<file path="config.mk">
export PLATFORM = sky130hd
export DESIGN_NAME = btn_blip_bank
export DESIGN_NICKNAME = d
export VERILOG_FILES = /design/src/rtl/btn_pkg.sv /design/src/rtl/btn_debounce_ch.sv /design/src/rtl/btn_blip_bank.sv
export SDC_FILE = /design/constraint.sdc
export NUM_CORES = 1
export LEC_CHECK = 0
export ABC_AREA = 1
export CAP_MARGIN = 20
export CORE_MARGIN = 2
export CORE_UTILIZATION = 66
export CTS_CLUSTER_SIZE = 16
export DETAILED_ROUTE_END_ITERATION = 12
export DONT_BUFFER_PORTS = 1
export PLACE_DENSITY = 0.87
export RECOVER_POWER = 50
export SYNTH_ARGS = -nofsm -noshare
export SYNTH_HDL_FRONTEND = slang
export SYNTH_SLANG_ARGS = --single-unit
</file>
<file path="constraint.sdc">
create_clock -name Clk100M -period 3.2 [get_ports Clk100M]
set_input_delay 0.64 -clock Clk100M [delete_from_list [all_inputs] [get_ports Clk100M]]
set_output_delay 0.64 -clock Clk100M [all_outputs]
set_load 0.01 [all_outputs]
</file>
<file path="src/rtl/btn_pkg.sv">
// Shared constants and helpers for the button front end.
//   DEB_10MS_AT_100M   : debounce length giving 10 ms at 100 MHz
//   REP_DELAY_DEFAULT  : cycles from press blip to first repeat blip
//   REP_PERIOD_DEFAULT : cycles between subsequent repeat blips
//   cnt_width()        : ceil(log2(n)), never less than 1 bit
package btn_pkg;

    localparam int DEB_10MS_AT_100M   = 1_000_000;
    localparam int REP_DELAY_DEFAULT  = 50_000_000;
    localparam int REP_PERIOD_DEFAULT = 10_000_000;

    // Width of a counter that must hold values 0 .. n-1. Clamped to one bit
    // so n == 1 still yields a legal vector.
    function automatic int cnt_width(input int n);
        int w;
        w = 0;
        while ((64'd1 << w) < 64'(n)) w++;
        return (w < 1) ? 1 : w;
    endfunction

endpackage

</file>
<file path="src/rtl/btn_debounce_ch.sv">
// One button channel: two-flop synchroniser, debounce filter, and
// registered one-cycle press (blip) / release (rel) pulses.
// Optional hold-to-repeat when BTN_REPEAT_EN is defined.
// Ports:
//   Clk100M : system clock, rising edge
//   Rst     : synchronous active-high reset
//   D       : raw asynchronous button input, active-high
//   level   : debounced button state
//   blip    : one-cycle pulse on accepted press (and on repeats)
//   rel     : one-cycle pulse on accepted release
module btn_debounce_ch
    import btn_pkg::*;
#(
    parameter int DEB_CYCLES = DEB_10MS_AT_100M,
    parameter int REP_DELAY  = REP_DELAY_DEFAULT,
    parameter int REP_PERIOD = REP_PERIOD_DEFAULT
) (
    input  logic Clk100M,
    input  logic Rst,
    input  logic D,
    output logic level,
    output logic blip,
    output logic rel
);

    localparam int              CW       = cnt_width(DEB_CYCLES);
    localparam logic [CW-1:0]   CNT_LAST = CW'(DEB_CYCLES - 1);

    if (DEB_CYCLES < 1 || REP_DELAY < 1 || REP_PERIOD < 1) begin : g_bad_param
        $error("btn_debounce_ch: DEB_CYCLES, REP_DELAY and REP_PERIOD must be >= 1");
    end

    logic          s1;
    logic          s2;
    logic [CW-1:0] cnt;
    logic          accept;    // mismatch has persisted DEB_CYCLES cycles
    logic          rep_fire;  // repeat blip due this cycle

    // NOTE: sequential state uses non-blocking assignments so every flop
    // samples its inputs from before the edge; blocking here would collapse
    // the two synchroniser stages into one.
    always_ff @(posedge Clk100M) begin
        if (Rst) begin
            s1 <= 1'b0;
            s2 <= 1'b0;
        end else begin
            s1 <= D;
            s2 <= s1;
        end
    end

    assign accept = (s2 != level) && (cnt == CNT_LAST);

    // Any return to agreement restarts the count, so glitches shorter than
    // DEB_CYCLES never reach CNT_LAST and the counter cannot wrap.
    always_ff @(posedge Clk100M) begin
        if (Rst) begin
            cnt   <= '0;
            level <= 1'b0;
        end else if (s2 == level) begin
            cnt   <= '0;
        end else if (accept) begin
            cnt   <= '0;
            level <= s2;
        end else begin
            cnt   <= cnt + CW'(1);
        end
    end

`ifdef BTN_REPEAT_EN
    localparam int RW = cnt_width((REP_DELAY > REP_PERIOD) ? REP_DELAY : REP_PERIOD);

    logic [RW-1:0] rep_cnt;
    logic [RW-1:0] rep_last;
    logic          rep_first;  // still waiting for the longer initial delay

    assign rep_last = rep_first ? RW'(REP_DELAY - 1) : RW'(REP_PERIOD - 1);
    // Suppressed on the release-accept cycle so blip and rel never coincide.
    assign rep_fire = level && !accept && (rep_cnt == rep_last);

    // Held at zero while released; counting starts on the press-blip edge.
    always_ff @(posedge Clk100M) begin
        if (Rst || !level || accept) begin
            rep_cnt   <= '0;
            rep_first <= 1'b1;
        end else if (rep_fire) begin
            rep_cnt   <= '0;
            rep_first <= 1'b0;
        end else begin
            rep_cnt   <= rep_cnt + RW'(1);
        end
    end
`else
    assign rep_fire = 1'b0;
`endif

    always_ff @(posedge Clk100M) begin
        if (Rst) begin
            blip <= 1'b0;
            rel  <= 1'b0;
        end else begin
            blip <= (accept && s2) || rep_fire;
            rel  <= accept && !s2;
        end
    end

endmodule

</file>
<file path="src/rtl/btn_blip_bank.sv">
// Multi-channel button front end: N_CH independent copies of
// btn_debounce_ch with outputs concatenated per channel index.
// Optional hold-to-repeat is enabled by defining BTN_REPEAT_EN.
// Ports:
//   Clk100M : system clock, 100 MHz, rising edge
//   Rst     : synchronous active-high reset
//   D       : raw asynchronous button inputs [N_CH]
//   level   : debounced button states [N_CH]
//   blip    : one-cycle press (and repeat) pulses [N_CH]
//   rel     : one-cycle release pulses [N_CH]
module btn_blip_bank
    import btn_pkg::*;
#(
    parameter int N_CH       = 2,
    parameter int DEB_CYCLES = DEB_10MS_AT_100M,
    parameter int REP_DELAY  = REP_DELAY_DEFAULT,
    parameter int REP_PERIOD = REP_PERIOD_DEFAULT
) (
    input  logic            Clk100M,
    input  logic            Rst,
    input  logic [N_CH-1:0] D,
    output logic [N_CH-1:0] level,
    output logic [N_CH-1:0] blip,
    output logic [N_CH-1:0] rel
);

    for (genvar i = 0; i < N_CH; i++) begin : g_ch
        btn_debounce_ch #(
            .DEB_CYCLES (DEB_CYCLES),
            .REP_DELAY  (REP_DELAY),
            .REP_PERIOD (REP_PERIOD)
        ) u_ch (
            .Clk100M (Clk100M),
            .Rst     (Rst),
            .D       (D[i]),
            .level   (level[i]),
            .blip    (blip[i]),
            .rel     (rel[i])
        );
    end

endmodule
</file>
; Word level (Yosys, flattened, before mapping)
; Cells that the tools add are included.
[classes]
eq_ne = 6
bitwise = 2
n_addsub = 2
n_reduce_logical = 12
[ops]
columns = cell, n
row1 = $add 20x1->20 const B, 2
row2 = $eq 20x20->1 const B, 2
row3 = $logic_and 1x1->1, 6
row4 = $reduce_or 3->1, 2
row5 = $reduce_and 2->1, 2
row6 = $eq 1x1->1, 2
row7 = $logic_not 1->1, 2
row8 = $ne 1x1->1, 2
row9 = $not 1->1, 2
[totals]
output_inout_bits = 6
reg_bits = 50
input_bits = 4

; Logic depth before layout (Yosys ltp)
; Gate-level depths: netlist of the first run.
[depth]
depth_word = 3
depth_mapped = 9

; By module
; From an unflattened synthesis of the first run, not the netlist that was laid out.
[unflattened]
hier_cells = 360
area_unflattened_um2 = 2479.9
[by_module_without_submodules]
columns = module, area_each_um2, cells_per_inst, seq_area_each_um2, instances
row1 = btn_debounce_ch, 1239.9, 180, 500.5, 2

; Worst setup path before layout of the first run
; Ideal clock, no wire load.
[synth_timing]
path_kind = reg-to-reg
start = register g_ch[0].u_ch.cnt[0]
end = register g_ch[0].u_ch.cnt[18]
setup_time_ns = 0.111
arrival_ns = 1.198
path_slack_ns = 1.890
stages_incl_launch_ff = 9
path_cell_list = dfxtp_1 -> ha_1 -> nand3_2 -> nor2_4 -> nand3_2 -> nor2_1 -> nand2_1 -> nand2_1 -> nor2_2
[synth_via]
elab_chain_cells = 3
elab_cells_between_ends = 4
[synth_rtl]
columns = item, line_no
row1 = from (decl), btn_debounce_ch.sv:35  ; logic [CW-1:0] cnt;
row2 = from (signal assigned), btn_debounce_ch.sv:66  ; cnt <= cnt + CW'(1);
row3 = "parallel branches: the longest is 3 deep, another holds $add 20x1->20", --
; Parallel ways; which one is timed is not known.
; A chain may end at the register's enable or synchronous reset.

; Final worst setup path of the first run
[layout_timing]
start = register g_ch[0].u_ch.cnt[0]
end = register g_ch[0].u_ch.cnt[15]
; Same word-level chain as after synthesis.

==> results of run 1 <==
[placed cells by master, fill, tap and decap left out, drive strengths merged]
cell type	Yosys	routed
nor2	98	98
nand2	83	83
dfxtp	50	50
inv	35	35
nand3	25	25
xor2	13	13
a21oi	11	11
nand4	9	9
xnor2	8	8
clkbuf	0	5
o21ai	4	4
or2	4	4
nor3	3	3
nand3b	2	2
ha	2	2
bufinv	0	2
o21bai	2	2
and2	1	1
clkinv	0	1
[metrics by stage]
stage	hold slack, ps	std cells
2_1_floorplan	388	360
3_3_place_gp	395	398
3_5_place_dp	398	398
4_1_cts	383	406
5_1_grt	382	406
6_report	388	406
[worst min path at each step]
stage	end	from	slack, ps	depth (start not counted)
after CTS	g_ch[0].u_ch.s1	Rst	380	1
after global routing	g_ch[0].u_ch.s2	Rst	380	1
after detailed placement	g_ch[0].u_ch.s2	g_ch[0].u_ch.s1	400	2
after global placement	g_ch[1].u_ch.s2	g_ch[1].u_ch.s1	400	2
final	g_ch[0].u_ch.s1	Rst	390	1
after floorplan	g_ch[0].u_ch.s2	g_ch[0].u_ch.s1	390	2
[worst max-delay path: stages, from the launching register on]
cell,delay [ps]
sky130_fd_sc_hd__dfxtp_1,360
sky130_fd_sc_hd__ha_1,250
sky130_fd_sc_hd__nand3_1,210
sky130_fd_sc_hd__nor2_1,90
sky130_fd_sc_hd__nand3_1,100
sky130_fd_sc_hd__nand3_1,580
sky130_fd_sc_hd__a21oi_1,320
[registers in the layout, indices dropped and copies added (netlist names)]
name	cells
g_ch.u_ch.blip	2
g_ch.u_ch.s1	2
g_ch.u_ch.cnt	40
g_ch.u_ch.s2	2
g_ch.u_ch.rel	2
g_ch.u_ch.level	2
[layout make-up]
cell class,count,share of cell area [%]
inverters,35,4.99
well taps,48,2.28
clock inverters,3,2.61
flip-flops and latches,50,38.0
multi-input cells,265,49.5
clock buffers,5,2.61
[power by group through the flow]
| stage | logic, mW | registers, mW | clock network, mW |
|---|---|---|---|
| floorplan | 0.0100 | 0.641 | 0 |
| global placement | 0.00971 | 0.641 | 0 |
| detailed placement | 0.0101 | 0.641 | 0 |
| CTS | 0.0101 | 0.627 | 0.537 |
| global route | 0.0113 | 0.627 | 0.559 |
| finish | 0.00960 | 0.627 | 0.530 |
[routing by layer]
layer | part of all wire [%] | wire (um) | vias up | GRT usage (%)
met5 | 0 | 0 | - | 0
met4 | 2.9 | 143 | 0 | 12.0
met3 | 2.8 | 137 | 20 | 4.60
met2 | 51 | 2500 | 38 | 46.1
met1 | 43 | 2110 | 976 | 27.9
li1 | - | - | 1104 | -
[cell families (layout without fill, tap and decap cells)]
| family | Yosys count | after routing | synth area share, % |
|---|---|---|---|
| and+or+nand+nor | 225 | 225 | 39.9 |
| DFF | 50 | 50 | 39.5 |
| buffers and inverters | 45 | 43 | 8.44 |
| xor gates and xnor gates | 21 | 21 | 7.25 |
| AOI/OAI and AO/OA | 17 | 17 | 4.00 |
| adders and majority gates | 2 | 2 | 0.987 |
==> impl_metrics.prom, run 1 <==
# TYPE chip_impl_metric gauge
chip_impl_metric{name="detailedPlace.worstSlack",unit="ps"} 1390
chip_impl_metric{name="avgRoutedWirePerCell",unit="um"} 12.0
chip_impl_metric{name="post_route_cells_drive_above_1_share",unit="%"} 8.10
chip_impl_metric{name="post_cts_resized",unit=""} 0
chip_impl_metric{name="post_drt_via_cell_ratio",unit=""} 5.27
chip_impl_metric{name="cts.htree.levels",unit=""} 2
chip_impl_metric{name="period_share",unit="%"} 62.9
chip_impl_metric{name="area_growth_from_synthesis_to_layout",unit="%"} 3.85
chip_impl_metric{name="globalRoute.totalOverflow",unit=""} 0
chip_impl_info{name="grt_setup_unrepaired",value="false"} 1
chip_impl_metric{name="timing.max_slew.rel_slack",unit="%"} 43.9
chip_impl_metric{name="chipHeight",unit="um"} 66.0
chip_impl_info{name="timing.rr.end",value="g_ch[0].u_ch.cnt[15]"} 1
chip_impl_metric{name="die_w",unit="um"} 66.0
chip_impl_metric{name="max-cap-violations",unit=""} 0
chip_impl_info{name="critical_path.reg2reg.startpoint",value="g_ch[0].u_ch.cnt[0]"} 1
chip_impl_info{name="critical_path_launch_point",value="g_ch[0].u_ch.cnt[0]"} 1
chip_impl_metric{name="grt_use_total",unit="%"} 25.2
chip_impl_metric{name="postRouteWirelength",unit="um"} 4890
chip_impl_metric{name="gp_congestion",unit=""} 0.899
chip_impl_info{name="post_synth_most_frequent_cells",value="87 x sky130_fd_sc_hd__nor2_1, 81 x sky130_fd_sc_hd__nand2_1, 50 x sky130_fd_sc_hd__dfxtp_1, 35 x sky130_fd_sc_hd__inv_1, 18 x sky130_fd_sc_hd__nand3_1"} 1
chip_impl_info{name="synth_area_leaders",value="sky130_fd_sc_hd__dfxtp_1 39%, sky130_fd_sc_hd__nor2_1 13%, sky130_fd_sc_hd__nand2_1 12%"} 1
chip_impl_metric{name="synth_top_cell_area_share",unit="%"} 39.5
chip_impl_metric{name="clk_path_buf_depth",unit=""} 2
chip_impl_metric{name="fin_skew",unit="ps"} 6.76
chip_impl_metric{name="worst_skew_pair.late_latency",unit="ps"} 310
chip_impl_metric{name="ys_seq_elements",unit=""} 50
chip_impl_metric{name="floorplan.initialDensity",unit="%"} 68.8
chip_impl_metric{name="synth-async-reset-ratio",unit="%"} 0
chip_impl_info{name="setup.worst_path.end",value="g_ch[0].u_ch.cnt[15]"} 1
chip_impl_metric{name="detail_route.first_pass.iterations",unit=""} 6
chip_impl_metric{name="timing.critical_path.arrival",unit="ps"} 2230
chip_impl_metric{name="largest_net_degree_at_the_start_of_global_routing",unit=""} 21
chip_impl_info{name="worstSetupPathType",value="flip-flop to flip-flop"} 1
chip_impl_metric{name="core_area",unit="um2"} 3690
chip_impl_metric{name="number_of_antenna_violations_at_the_first_check_in_global_routing",unit=""} 0
chip_impl_metric{name="clock_tree_sinks",unit=""} 50
chip_impl_metric{name="multi_input_area",unit="um2"} 1300
chip_impl_info{name="crit_path_start_kind",value="flip-flop"} 1
chip_impl_metric{name="nets",unit=""} 363
chip_impl_metric{name="power_density",unit="nW/um2"} 443
chip_impl_metric{name="synthesis.yosys.warnings",unit=""} 0
chip_impl_metric{name="setup_viol_count_final",unit=""} 0
chip_impl_info{name="synthFlopType",value="sky130_fd_sc_hd__dfxtp_1"} 1
chip_impl_metric{name="r2r_slack",unit="ps"} 1190
chip_impl_metric{name="final_hold_viol_count",unit=""} 0
chip_impl_metric{name="internal-power",unit="uW"} 940
chip_impl_metric{name="postLayoutCoreUtil",unit="%"} 71.4
chip_impl_metric{name="row_count",unit=""} 22
chip_impl_metric{name="mappedNetlistArea",unit="um2"} 2540
chip_impl_metric{name="power.sequential.fraction",unit="%"} 53.7
chip_impl_metric{name="switching_share",unit="%"} 19.4
chip_impl_metric{name="edff_count_synth",unit=""} 0
chip_impl_info{name="clockRootBuffer",value="sky130_fd_sc_hd__clkbuf_8"} 1
chip_impl_info{name="cts_tree",value="built"} 1
chip_impl_metric{name="cp.required",unit="ps"} 3420
chip_impl_info{name="synth_most_common_cell",value="sky130_fd_sc_hd__nor2_1"} 1
chip_impl_metric{name="post-route-worst-setup-slack",unit="ps"} 1190
chip_impl_info{name="worstHoldPathType",value="primary input to flip-flop"} 1
chip_impl_metric{name="seq_area_frac_synth",unit="%"} 39.5
chip_impl_metric{name="syn_nets",unit=""} 366
chip_impl_metric{name="final.fill_count",unit=""} 325
chip_impl_metric{name="numPortBuffers",unit=""} 0
chip_impl_metric{name="pwr-share-comb",unit="%"} 0.8
chip_impl_metric{name="num_vias",unit=""} 2138
chip_impl_metric{name="design_area",unit="um2"} 2630
chip_impl_metric{name="clkTransAtPathRegs",unit="ps"} 90
chip_impl_info{name="status",value="finished clean"} 1
chip_impl_metric{name="initialDrtViolationCount",unit=""} 96
chip_impl_metric{name="yosys.cell_types.count",unit=""} 27
chip_impl_metric{name="power.clock.fraction",unit="%"} 45.4
chip_impl_metric{name="dp_hpwl",unit="um"} 3700
chip_impl_metric{name="cts_made_buffers",unit=""} 5
chip_impl_metric{name="worst_slew_pin_slew",unit="ps"} 839
chip_impl_metric{name="worst-r2r-cell-count",unit=""} 6
chip_impl_metric{name="net-switching-power",unit="uW"} 226
chip_impl_metric{name="route.antenna.remaining_nets",unit=""} 0
chip_impl_metric{name="finalSetupTns",unit="ps"} 0
chip_impl_metric{name="static-leakage-power",unit="nW"} 0.877
chip_impl_metric{name="post-route-drc-count",unit=""} 0
chip_impl_metric{name="insertedDiodeCount",unit=""} 0
chip_impl_metric{name="finalMaxSlewViolations",unit=""} 0
chip_impl_metric{name="report.power.total",unit="mW"} 1.17
chip_impl_metric{name="dpl-instance-area",unit="um2"} 2510
chip_impl_metric{name="top_level_i_o_count",unit=""} 10
chip_impl_info{name="cp-end-kind",value="flip-flop"} 1
chip_impl_metric{name="postCtsSetupBuffers",unit=""} 0
chip_impl_metric{name="ir_drop",unit="mV"} 0.343
chip_impl_metric{name="hold_buffer_count_at_cts",unit=""} 0
chip_impl_metric{name="global_route_wire_length_before_repair",unit="um"} 8470
chip_impl_metric{name="min_period",unit="ps"} 2010
chip_impl_metric{name="grt_pass1_vias",unit=""} 2059
chip_impl_info{name="synth_top_area_cell",value="sky130_fd_sc_hd__dfxtp_1"} 1
chip_impl_metric{name="dieArea",unit="um2"} 4350
chip_impl_metric{name="critPathMaxFanout",unit=""} 20
chip_impl_metric{name="syn_area_cell",unit="um2"} 7.04
chip_impl_metric{name="netlist_instances",unit=""} 360
chip_impl_metric{name="fmaxAchievable",unit="MHz"} 497
chip_impl_metric{name="area.sequential",unit="um2"} 1000
Note: power is estimated with default switching activity, not from simulation.
==> run 2, diff against run 1 <==
--- a/config.mk
+++ b/config.mk
@@ -8,11 +8,11 @@
 export ABC_AREA = 1
 export CAP_MARGIN = 20
 export CORE_MARGIN = 2
-export CORE_UTILIZATION = 66
+export CORE_UTILIZATION = 63
 export CTS_CLUSTER_SIZE = 16
 export DETAILED_ROUTE_END_ITERATION = 12
 export DONT_BUFFER_PORTS = 1
-export PLACE_DENSITY = 0.87
+export PLACE_DENSITY = 0.84
 export RECOVER_POWER = 50
 export SYNTH_ARGS = -nofsm -noshare
 export SYNTH_HDL_FRONTEND = slang
==> constraint.sdc (replaced) <==
create_clock -name Clk100M -period 2 [get_ports Clk100M]
set_input_delay 0.4 -clock Clk100M [delete_from_list [all_inputs] [get_ports Clk100M]]
set_output_delay 0.4 -clock Clk100M [all_outputs]
set_load 0.01 [all_outputs]
==> run 2 against run 1 <==
Compared with the run above: die area grew 4.5%; largest power group unchanged; sequential cell count is the same; global-route usage shrank 2.7 points; critical path depth grew 1; first-iteration DRC count grew 63%; largest cell class unchanged; setup slack lost 900 ps.
==> impl_metrics.prom, run 2 (synthesis gave the netlist of run 1 again) <==
# TYPE chip_impl_metric gauge
chip_impl_metric{name="gp_congestion",unit=""} 0.912
chip_impl_metric{name="fmaxAchievable",unit="MHz"} 584
chip_impl_metric{name="route.antenna.remaining_nets",unit=""} 0
chip_impl_metric{name="postRouteWirelength",unit="um"} 4680
chip_impl_metric{name="post-route-drc-count",unit=""} 0
chip_impl_metric{name="holdWs",unit="ps"} 143
chip_impl_info{name="critPathMostFrequentCell",value="sky130_fd_sc_hd__nand3_1"} 1
chip_impl_metric{name="place_inst",unit=""} 401
chip_impl_metric{name="core_area",unit="um2"} 3940
chip_impl_metric{name="stdcell_count",unit=""} 409
chip_impl_metric{name="hold_depth",unit=""} 1
chip_impl_metric{name="nets",unit=""} 364
chip_impl_metric{name="final_hold_viol_count",unit=""} 0
chip_impl_info{name="crit_path_cell_trace",value="ha_1 -> nand3_1 -> nor2_1 -> nand3_1 -> nand3_1 -> clkbuf_2 -> nor2_1"} 1
chip_impl_metric{name="post_route_cells_drive_above_1_share",unit="%"} 8.64
chip_impl_info{name="crit_path_start_kind",value="flip-flop"} 1
chip_impl_metric{name="cts_made_buffers",unit=""} 5
chip_impl_metric{name="clkTransAtPathRegs",unit="ps"} 90
chip_impl_metric{name="postCtsSetupBuffers",unit=""} 0
chip_impl_metric{name="period_share",unit="%"} 85.6
chip_impl_metric{name="numPortBuffers",unit=""} 0
chip_impl_metric{name="met2RoutedLength",unit="um"} 2340
chip_impl_metric{name="setup_viol_count_final",unit=""} 0
chip_impl_metric{name="max-cap-violations",unit=""} 0
chip_impl_metric{name="clk_path_buf_depth",unit=""} 2
chip_impl_info{name="cts_tree",value="built"} 1
chip_impl_metric{name="postLayoutCoreUtil",unit="%"} 66.6
chip_impl_metric{name="critPathMaxFanout",unit=""} 20
chip_impl_metric{name="avgRoutedWirePerCell",unit="um"} 11.4
chip_impl_info{name="most-common-layout-cells",value="88 x sky130_fd_sc_hd__nor2_1, 81 x sky130_fd_sc_hd__nand2_1, 50 x sky130_fd_sc_hd__dfxtp_1"} 1
chip_impl_info{name="slowest_library_cell_on_the_worst_path",value="sky130_fd_sc_hd__dfxtp_1"} 1
chip_impl_metric{name="dr_wl_met3",unit="um"} 136
chip_impl_metric{name="final.fill_count",unit=""} 328
chip_impl_metric{name="worst_skew_pair.late_latency",unit="ps"} 310
chip_impl_metric{name="cp.required",unit="ps"} 2190
chip_impl_metric{name="post_drt_via_cell_ratio",unit=""} 5.15
chip_impl_metric{name="min_period",unit="ps"} 1710
chip_impl_info{name="worstHoldPathType",value="primary input to flip-flop"} 1
chip_impl_metric{name="initialDrtViolationCount",unit=""} 156
chip_impl_metric{name="area_growth_from_synthesis_to_layout",unit="%"} 3.45
chip_impl_metric{name="die_w",unit="um"} 67.5
chip_impl_info{name="clockRootBuffer",value="sky130_fd_sc_hd__clkbuf_8"} 1
chip_impl_info{name="hold_path_startpoint",value="Rst"} 1
chip_impl_info{name="grt_setup_unrepaired",value="false"} 1
chip_impl_info{name="critical_path.reg2reg.startpoint",value="g_ch[1].u_ch.cnt[0]"} 1
chip_impl_metric{name="power_density",unit="nW/um2"} 659
chip_impl_metric{name="dp_hpwl",unit="um"} 3470
chip_impl_metric{name="worst-r2r-cell-count",unit=""} 7
chip_impl_info{name="cp-end-kind",value="flip-flop"} 1
chip_impl_metric{name="clock_tree_sinks",unit=""} 50
chip_impl_metric{name="fin_skew",unit="ps"} 8.54
chip_impl_metric{name="timing.max_slew.rel_slack",unit="%"} 70.9
chip_impl_metric{name="cts.htree.levels",unit=""} 2
chip_impl_metric{name="finalMaxSlewViolations",unit=""} 0
chip_impl_metric{name="floorplan.initialDensity",unit="%"} 64.3
chip_impl_metric{name="top_level_i_o_count",unit=""} 10
chip_impl_info{name="worstSetupPathType",value="flip-flop to flip-flop"} 1
chip_impl_metric{name="number_of_antenna_violations_at_the_first_check_in_global_routing",unit=""} 0
chip_impl_info{name="timing.rr.end",value="g_ch[1].u_ch.cnt[18]"} 1
chip_impl_metric{name="ir_drop",unit="mV"} 0.501
chip_impl_info{name="status",value="finished clean"} 1
chip_impl_metric{name="worst_path_largest_cell_delay",unit="ps"} 360
chip_impl_info{name="layout.cells.most_common",value="sky130_fd_sc_hd__nor2_1"} 1
chip_impl_info{name="regMostFlops",value="g_ch.u_ch.cnt"} 1
chip_impl_info{name="topRoutingLayerUsed",value="met4"} 1
chip_impl_metric{name="hold_buffer_count_at_cts",unit=""} 0
chip_impl_metric{name="timing.critical_path.arrival",unit="ps"} 1900
chip_impl_metric{name="row_count",unit=""} 23
chip_impl_metric{name="largest_net_degree_at_the_start_of_global_routing",unit=""} 21
chip_impl_metric{name="num_vias",unit=""} 2106
chip_impl_metric{name="report.power.total",unit="mW"} 1.73
chip_impl_metric{name="flip_flop_count_of_the_largest_register_all_copies_and_words_added",unit=""} 40
chip_impl_metric{name="grt_use_total",unit="%"} 22.5
chip_impl_metric{name="globalRoute.totalOverflow",unit=""} 0
chip_impl_metric{name="global_route_wire_length_before_repair",unit="um"} 7710
chip_impl_info{name="timing.hold.worst_endpoint",value="g_ch[0].u_ch.s1"} 1
chip_impl_metric{name="post_cts_resized",unit=""} 0
chip_impl_metric{name="insertedDiodeCount",unit=""} 0
chip_impl_metric{name="finalSetupTns",unit="ps"} 0
chip_impl_metric{name="r2r_slack",unit="ps"} 290
chip_impl_metric{name="dieArea",unit="um2"} 4550
chip_impl_metric{name="chipHeight",unit="um"} 67.5
chip_impl_metric{name="worst_slew_pin_slew",unit="ps"} 433
chip_impl_metric{name="detail_route.wirelength.met1",unit="um"} 2100
chip_impl_metric{name="static-leakage-power",unit="nW"} 0.864
chip_impl_metric{name="grt_pass1_vias",unit=""} 1890
chip_impl_metric{name="detail_route.first_pass.iterations",unit=""} 4
==> run 2: final cells by class <==
cell class	instances	area, um2	share of cell area, %
Clock buffer	6	72.6	2.77
Clock inverter	2	37.5	1.43
Inverter	35	131	5.01
Multi-Input combinational cell	265	1310	50.1
Sequential cell	50	1000	38.1
Tap cell	50	62.6	2.38
Timing Repair Buffer	1	5.00	0.191
==> run 2: worst max-delay path by stage <==
stage                                end  cells past startpoint                start  slack [ps]
floorplan           g_ch[0].u_ch.cnt[18]                      8  g_ch[0].u_ch.cnt[0]         690
global placement    g_ch[0].u_ch.cnt[10]                      6  g_ch[0].u_ch.cnt[0]         470
detailed placement  g_ch[0].u_ch.cnt[11]                      6  g_ch[0].u_ch.cnt[0]         410
CTS                 g_ch[0].u_ch.cnt[11]                      6  g_ch[0].u_ch.cnt[0]         390
global route        g_ch[1].u_ch.cnt[12]                      7  g_ch[1].u_ch.cnt[0]         130
finish              g_ch[1].u_ch.cnt[18]                      7  g_ch[1].u_ch.cnt[0]         290
==> run 2: metrics by stage <==
step | setup slack [ps] | instance area (um2)
2_1_floorplan | 690 | 2540
3_3_place_gp | 474 | 2520
3_5_place_dp | 406 | 2520
4_1_cts | 393 | 2630
5_1_grt | 132 | 2620
6_report | 288 | 2620
==> run 2: report_power, final <==
part | total [mW] | switching [mW] | internal (mW)
Clock | 0.711 | 0.337 | 0.373
Sequential | 1.00 | 0.00323 | 0.999
Combinational | 0.0167 | 0.0126 | 0.00406
Total | 1.73 | 0.353 | 1.38
==> run 2: critical path, delay by kind of cell (launching register included) <==
| kind | cells | cell delay [ps] |
|---|---|---|
| adder cells (fa/ha/maj) | 1 | 200 |
| flip-flops | 1 | 360 |
| AND/OR/NAND/NOR | 5 | 650 |
| buffers and inverters | 1 | 360 |
==> run 2: routing by layer <==
metal	track usage, %	up-vias
met3	4.00	9
met1	24.8	949
met2	41.0	38
li1	-	1110
met5	0	-
met4	11.7	0
==> run 3, diff against run 2 <==
--- a/config.mk
+++ b/config.mk
@@ -8,12 +8,13 @@
 export ABC_AREA = 1
 export CAP_MARGIN = 20
 export CORE_MARGIN = 2
-export CORE_UTILIZATION = 63
+export CORE_UTILIZATION = 62
 export CTS_CLUSTER_SIZE = 16
 export DETAILED_ROUTE_END_ITERATION = 12
 export DONT_BUFFER_PORTS = 1
-export PLACE_DENSITY = 0.84
+export PLACE_DENSITY = 0.8
 export RECOVER_POWER = 50
 export SYNTH_ARGS = -nofsm -noshare
 export SYNTH_HDL_FRONTEND = slang
+export SYNTH_HIERARCHICAL = 1
 export SYNTH_SLANG_ARGS = --single-unit
==> run 3 against run 2 <==
Compared with the run above: first-iteration DRC count grew 22%; via count is 2.7% higher; register-to-register slack better by 70 ps; sequential power barely moved; sequential share of layout area decreased by 0.13 points; die area decreased by 0.61%; critical path depth is the same; setup slack improved by 71 ps; clock power fell by 3%; critical path type unchanged; largest power group unchanged; highest routed layer unchanged.
==> impl_metrics.prom, run 3 <==
# TYPE chip_impl_metric gauge
chip_impl_info{name="status",value="finished clean"} 1
chip_impl_metric{name="period_share",unit="%"} 82.0
chip_impl_metric{name="grt_use_total",unit="%"} 24.6
chip_impl_metric{name="timing.max_slew.rel_slack",unit="%"} 70.0
chip_impl_info{name="worstHoldPathType",value="primary input to flip-flop"} 1
chip_impl_metric{name="largest_net_degree_at_the_start_of_global_routing",unit=""} 21
chip_impl_metric{name="finalMaxSlewViolations",unit=""} 0
chip_impl_metric{name="clk_path_buf_depth",unit=""} 2
chip_impl_info{name="timing.rr.end",value="g_ch[0].u_ch/cnt[12]"} 1
chip_impl_info{name="crit_path_start_kind",value="flip-flop"} 1
chip_impl_info{name="post_synth_most_frequent_cells",value="78 x sky130_fd_sc_hd__nand2_1, 78 x sky130_fd_sc_hd__nor2_1, 50 x sky130_fd_sc_hd__dfxtp_1, 42 x sky130_fd_sc_hd__inv_1, 30 x sky130_fd_sc_hd__nand3_1"} 1
chip_impl_metric{name="die_w",unit="um"} 67.2
chip_impl_info{name="cts_tree",value="built"} 1
chip_impl_metric{name="insertedDiodeCount",unit=""} 0
chip_impl_metric{name="min_period",unit="ps"} 1640
chip_impl_metric{name="power_density",unit="nW/um2"} 650
chip_impl_metric{name="numPortBuffers",unit=""} 0
chip_impl_metric{name="cts_made_buffers",unit=""} 5
chip_impl_metric{name="row_count",unit=""} 22
chip_impl_metric{name="dieArea",unit="um2"} 4520
chip_impl_metric{name="clkTransAtPathRegs",unit="ps"} 90
chip_impl_metric{name="post_drt_via_cell_ratio",unit=""} 5.21
chip_impl_metric{name="final.fill_count",unit=""} 327
chip_impl_info{name="regMostFlops",value="g_ch.u_ch/cnt"} 1
chip_impl_metric{name="gp_congestion",unit=""} 0.875
chip_impl_metric{name="net-switching-power",unit="uW"} 332
chip_impl_info{name="critical_path.reg2reg.startpoint",value="g_ch[0].u_ch/cnt[0]"} 1
chip_impl_metric{name="grt_pass1_vias",unit=""} 2034
chip_impl_metric{name="setup_viol_count_final",unit=""} 0
chip_impl_metric{name="fin_skew",unit="ps"} 6.55
chip_impl_metric{name="fmaxAchievable",unit="MHz"} 610
chip_impl_metric{name="power.clock.fraction",unit="%"} 40.4
chip_impl_metric{name="post-route-drc-count",unit=""} 0
chip_impl_metric{name="area_growth_from_synthesis_to_layout",unit="%"} 6.16
chip_impl_metric{name="post_cts_resized",unit=""} 0
chip_impl_metric{name="nets",unit=""} 372
chip_impl_metric{name="clock_tree_sinks",unit=""} 50
chip_impl_metric{name="globalRoute.totalOverflow",unit=""} 0
chip_impl_metric{name="seq_area_frac_synth",unit="%"} 40.4
chip_impl_metric{name="yosys.cell_types.count",unit=""} 19
chip_impl_metric{name="route.antenna.remaining_nets",unit=""} 0
chip_impl_metric{name="final_hold_viol_count",unit=""} 0
chip_impl_info{name="timing.hold.worst_endpoint",value="g_ch[0].u_ch/s1"} 1
chip_impl_metric{name="post_route_cells_drive_above_1_share",unit="%"} 9.26
chip_impl_metric{name="edff_count_synth",unit=""} 0
chip_impl_metric{name="static-leakage-power",unit="nW"} 0.871
chip_impl_metric{name="avgRoutedWirePerCell",unit="um"} 11.5
chip_impl_info{name="cp-end-kind",value="flip-flop"} 1
chip_impl_info{name="most-common-layout-cells",value="78 x sky130_fd_sc_hd__nor2_1, 78 x sky130_fd_sc_hd__nand2_1, 50 x sky130_fd_sc_hd__dfxtp_1"} 1
chip_impl_metric{name="initialDrtViolationCount",unit=""} 190
chip_impl_metric{name="chipHeight",unit="um"} 67.2
chip_impl_metric{name="syn_area_cell",unit="um2"} 6.89
chip_impl_metric{name="place_inst",unit=""} 407
chip_impl_metric{name="postLayoutCoreUtil",unit="%"} 70.3
chip_impl_metric{name="dp_hpwl",unit="um"} 3630
chip_impl_metric{name="r2r_slack",unit="ps"} 360
chip_impl_metric{name="floorplan.initialDensity",unit="%"} 66.2
chip_impl_metric{name="critPathMaxFanout",unit=""} 8
chip_impl_metric{name="pwr-share-comb",unit="%"} 1.0
chip_impl_metric{name="stdcell_count",unit=""} 415
chip_impl_metric{name="num_vias",unit=""} 2163
chip_impl_metric{name="hold_depth",unit=""} 1
chip_impl_metric{name="worst_skew_pair.late_latency",unit="ps"} 300
chip_impl_metric{name="postCtsSetupBuffers",unit=""} 0
chip_impl_metric{name="mappedNetlistArea",unit="um2"} 2480
chip_impl_metric{name="hold_buffer_count_at_cts",unit=""} 0
chip_impl_metric{name="worst_slew_pin_slew",unit="ps"} 450
chip_impl_metric{name="power.sequential.fraction",unit="%"} 58.6
chip_impl_metric{name="netlist_instances",unit=""} 360
chip_impl_metric{name="synth-async-reset-ratio",unit="%"} 0
chip_impl_metric{name="max-cap-violations",unit=""} 0
chip_impl_info{name="synth_top_area_cell",value="sky130_fd_sc_hd__dfxtp_1"} 1
chip_impl_metric{name="report.power.total",unit="mW"} 1.71
chip_impl_metric{name="cp.required",unit="ps"} 2180
chip_impl_metric{name="postRouteWirelength",unit="um"} 4760
chip_impl_metric{name="worst-r2r-cell-count",unit=""} 7
chip_impl_metric{name="detail_route.first_pass.iterations",unit=""} 4
chip_impl_info{name="clockRootBuffer",value="sky130_fd_sc_hd__clkbuf_8"} 1
chip_impl_metric{name="number_of_antenna_violations_at_the_first_check_in_global_routing",unit=""} 0
chip_impl_metric{name="syn_nets",unit=""} 366
chip_impl_info{name="worstSetupPathType",value="flip-flop to flip-flop"} 1
chip_impl_metric{name="switching_share",unit="%"} 19.4
chip_impl_metric{name="synthesis.yosys.warnings",unit=""} 6
chip_impl_metric{name="timing.critical_path.arrival",unit="ps"} 1820
chip_impl_info{name="synthFlopType",value="sky130_fd_sc_hd__dfxtp_1"} 1
chip_impl_metric{name="cts.htree.levels",unit=""} 2
chip_impl_metric{name="top_level_i_o_count",unit=""} 10
chip_impl_info{name="grt_setup_unrepaired",value="false"} 1
chip_impl_metric{name="core_area",unit="um2"} 3740
chip_impl_metric{name="flip_flop_count_of_the_largest_register_all_copies_and_words_added",unit=""} 40
chip_impl_metric{name="finalSetupTns",unit="ps"} 0
chip_impl_metric{name="internal-power",unit="mW"} 1.38
chip_impl_info{name="hold_path_startpoint",value="Rst"} 1
chip_impl_metric{name="ys_seq_elements",unit=""} 50
chip_impl_metric{name="synth_top_cell_area_share",unit="%"} 40.4
chip_impl_info{name="synth_area_leaders",value="sky130_fd_sc_hd__dfxtp_1 40%, sky130_fd_sc_hd__nand2_1 12%, sky130_fd_sc_hd__nor2_1 12%"} 1
chip_impl_metric{name="global_route_wire_length_before_repair",unit="um"} 8470
chip_impl_metric{name="ir_drop",unit="mV"} 0.466
## run 3: cell types whose count changed after synthesis, moves of 6 or more
cell	delta
sky130_fd_sc_hd__nor2_1	-9
sky130_fd_sc_hd__nand3_2	-7
sky130_fd_sc_hd__inv_1	+7
sky130_fd_sc_hd__nand3_1	+12
sky130_fd_sc_hd__nand2_2	+6
## run 3: cells by family after synthesis
family	synth area share, %
fa+ha+maj	1.01
xor+xnor	6.36
simple gates	40.4
compound gates	4.34
buf+inv	7.57
flops	40.4
## run 3: how the worst max path moves through the flow
stage / start / to / slack [ps]
4_1_cts: g_ch[1].u_ch/cnt[0] / g_ch[1].u_ch/cnt[4] / 530
5_1_grt: g_ch[0].u_ch/cnt[0] / g_ch[0].u_ch/cnt[12] / 210
6_report: g_ch[0].u_ch/cnt[0] / g_ch[0].u_ch/cnt[12] / 360
2_1_floorplan: g_ch[0].u_ch/cnt[0] / g_ch[0].u_ch/cnt[18] / 770
3_5_place_dp: g_ch[1].u_ch/cnt[0] / g_ch[1].u_ch/cnt[4] / 550
3_3_place_gp: g_ch[0].u_ch/cnt[0] / g_ch[0].u_ch/cnt[18] / 600
## run 3: critical path: stages (launching register included)
cell	delay (ps)
sky130_fd_sc_hd__dfxtp_1	360
sky130_fd_sc_hd__ha_1	190
sky130_fd_sc_hd__nand3_1	160
sky130_fd_sc_hd__nor2_1	170
sky130_fd_sc_hd__nand3_1	90
sky130_fd_sc_hd__nand3_1	100
sky130_fd_sc_hd__clkbuf_1	360
sky130_fd_sc_hd__nor2_1	100
## run 3: through the flow
stage               hold WS, ps  area [um2]  worst slack (ps)
detailed placement          394        2530               554
CTS                         146        2640               533
finish                      156        2630               359
global route                139        2630               213
floorplan                   388        2480               774
global placement            389        2530               598
## run 3: layer usage
metal | vias to the layer above | wire length [um] | GRT usage (%)
met5 | - | 0 | 0
met1 | 977 | 2000 | 26.4
li1 | 1130 | - | -
met4 | 0 | 97 | 11.0
met3 | 10 | 200 | 6.50
met2 | 46 | 2470 | 45.0
## run 3: power by group through the flow
stage	Combinational [mW]	Clock, mW	Sequential (mW)
detailed placement	0.0182	0	1.03
floorplan	0.0149	0	1.03
finish	0.0173	0.692	1.00
CTS	0.0182	0.713	1.00
global route	0.0201	0.754	1.00
global placement	0.0179	0	1.03
## run 3: layout make-up
| cell class | instances | area (um2) | share of cell area [%] |
|---|---|---|---|
| Tap cell | 48 | 60.1 | 2.28 |
| Timing Repair Buffer | 3 | 16.3 | 0.618 |
| Inverter | 42 | 158 | 5.99 |
| Sequential cell | 50 | 1000 | 38.0 |
| Clock inverter | 1 | 30.0 | 1.14 |
| Multi-Input combinational cell | 264 | 1290 | 49.0 |
| Clock buffer | 7 | 76.3 | 2.90 |
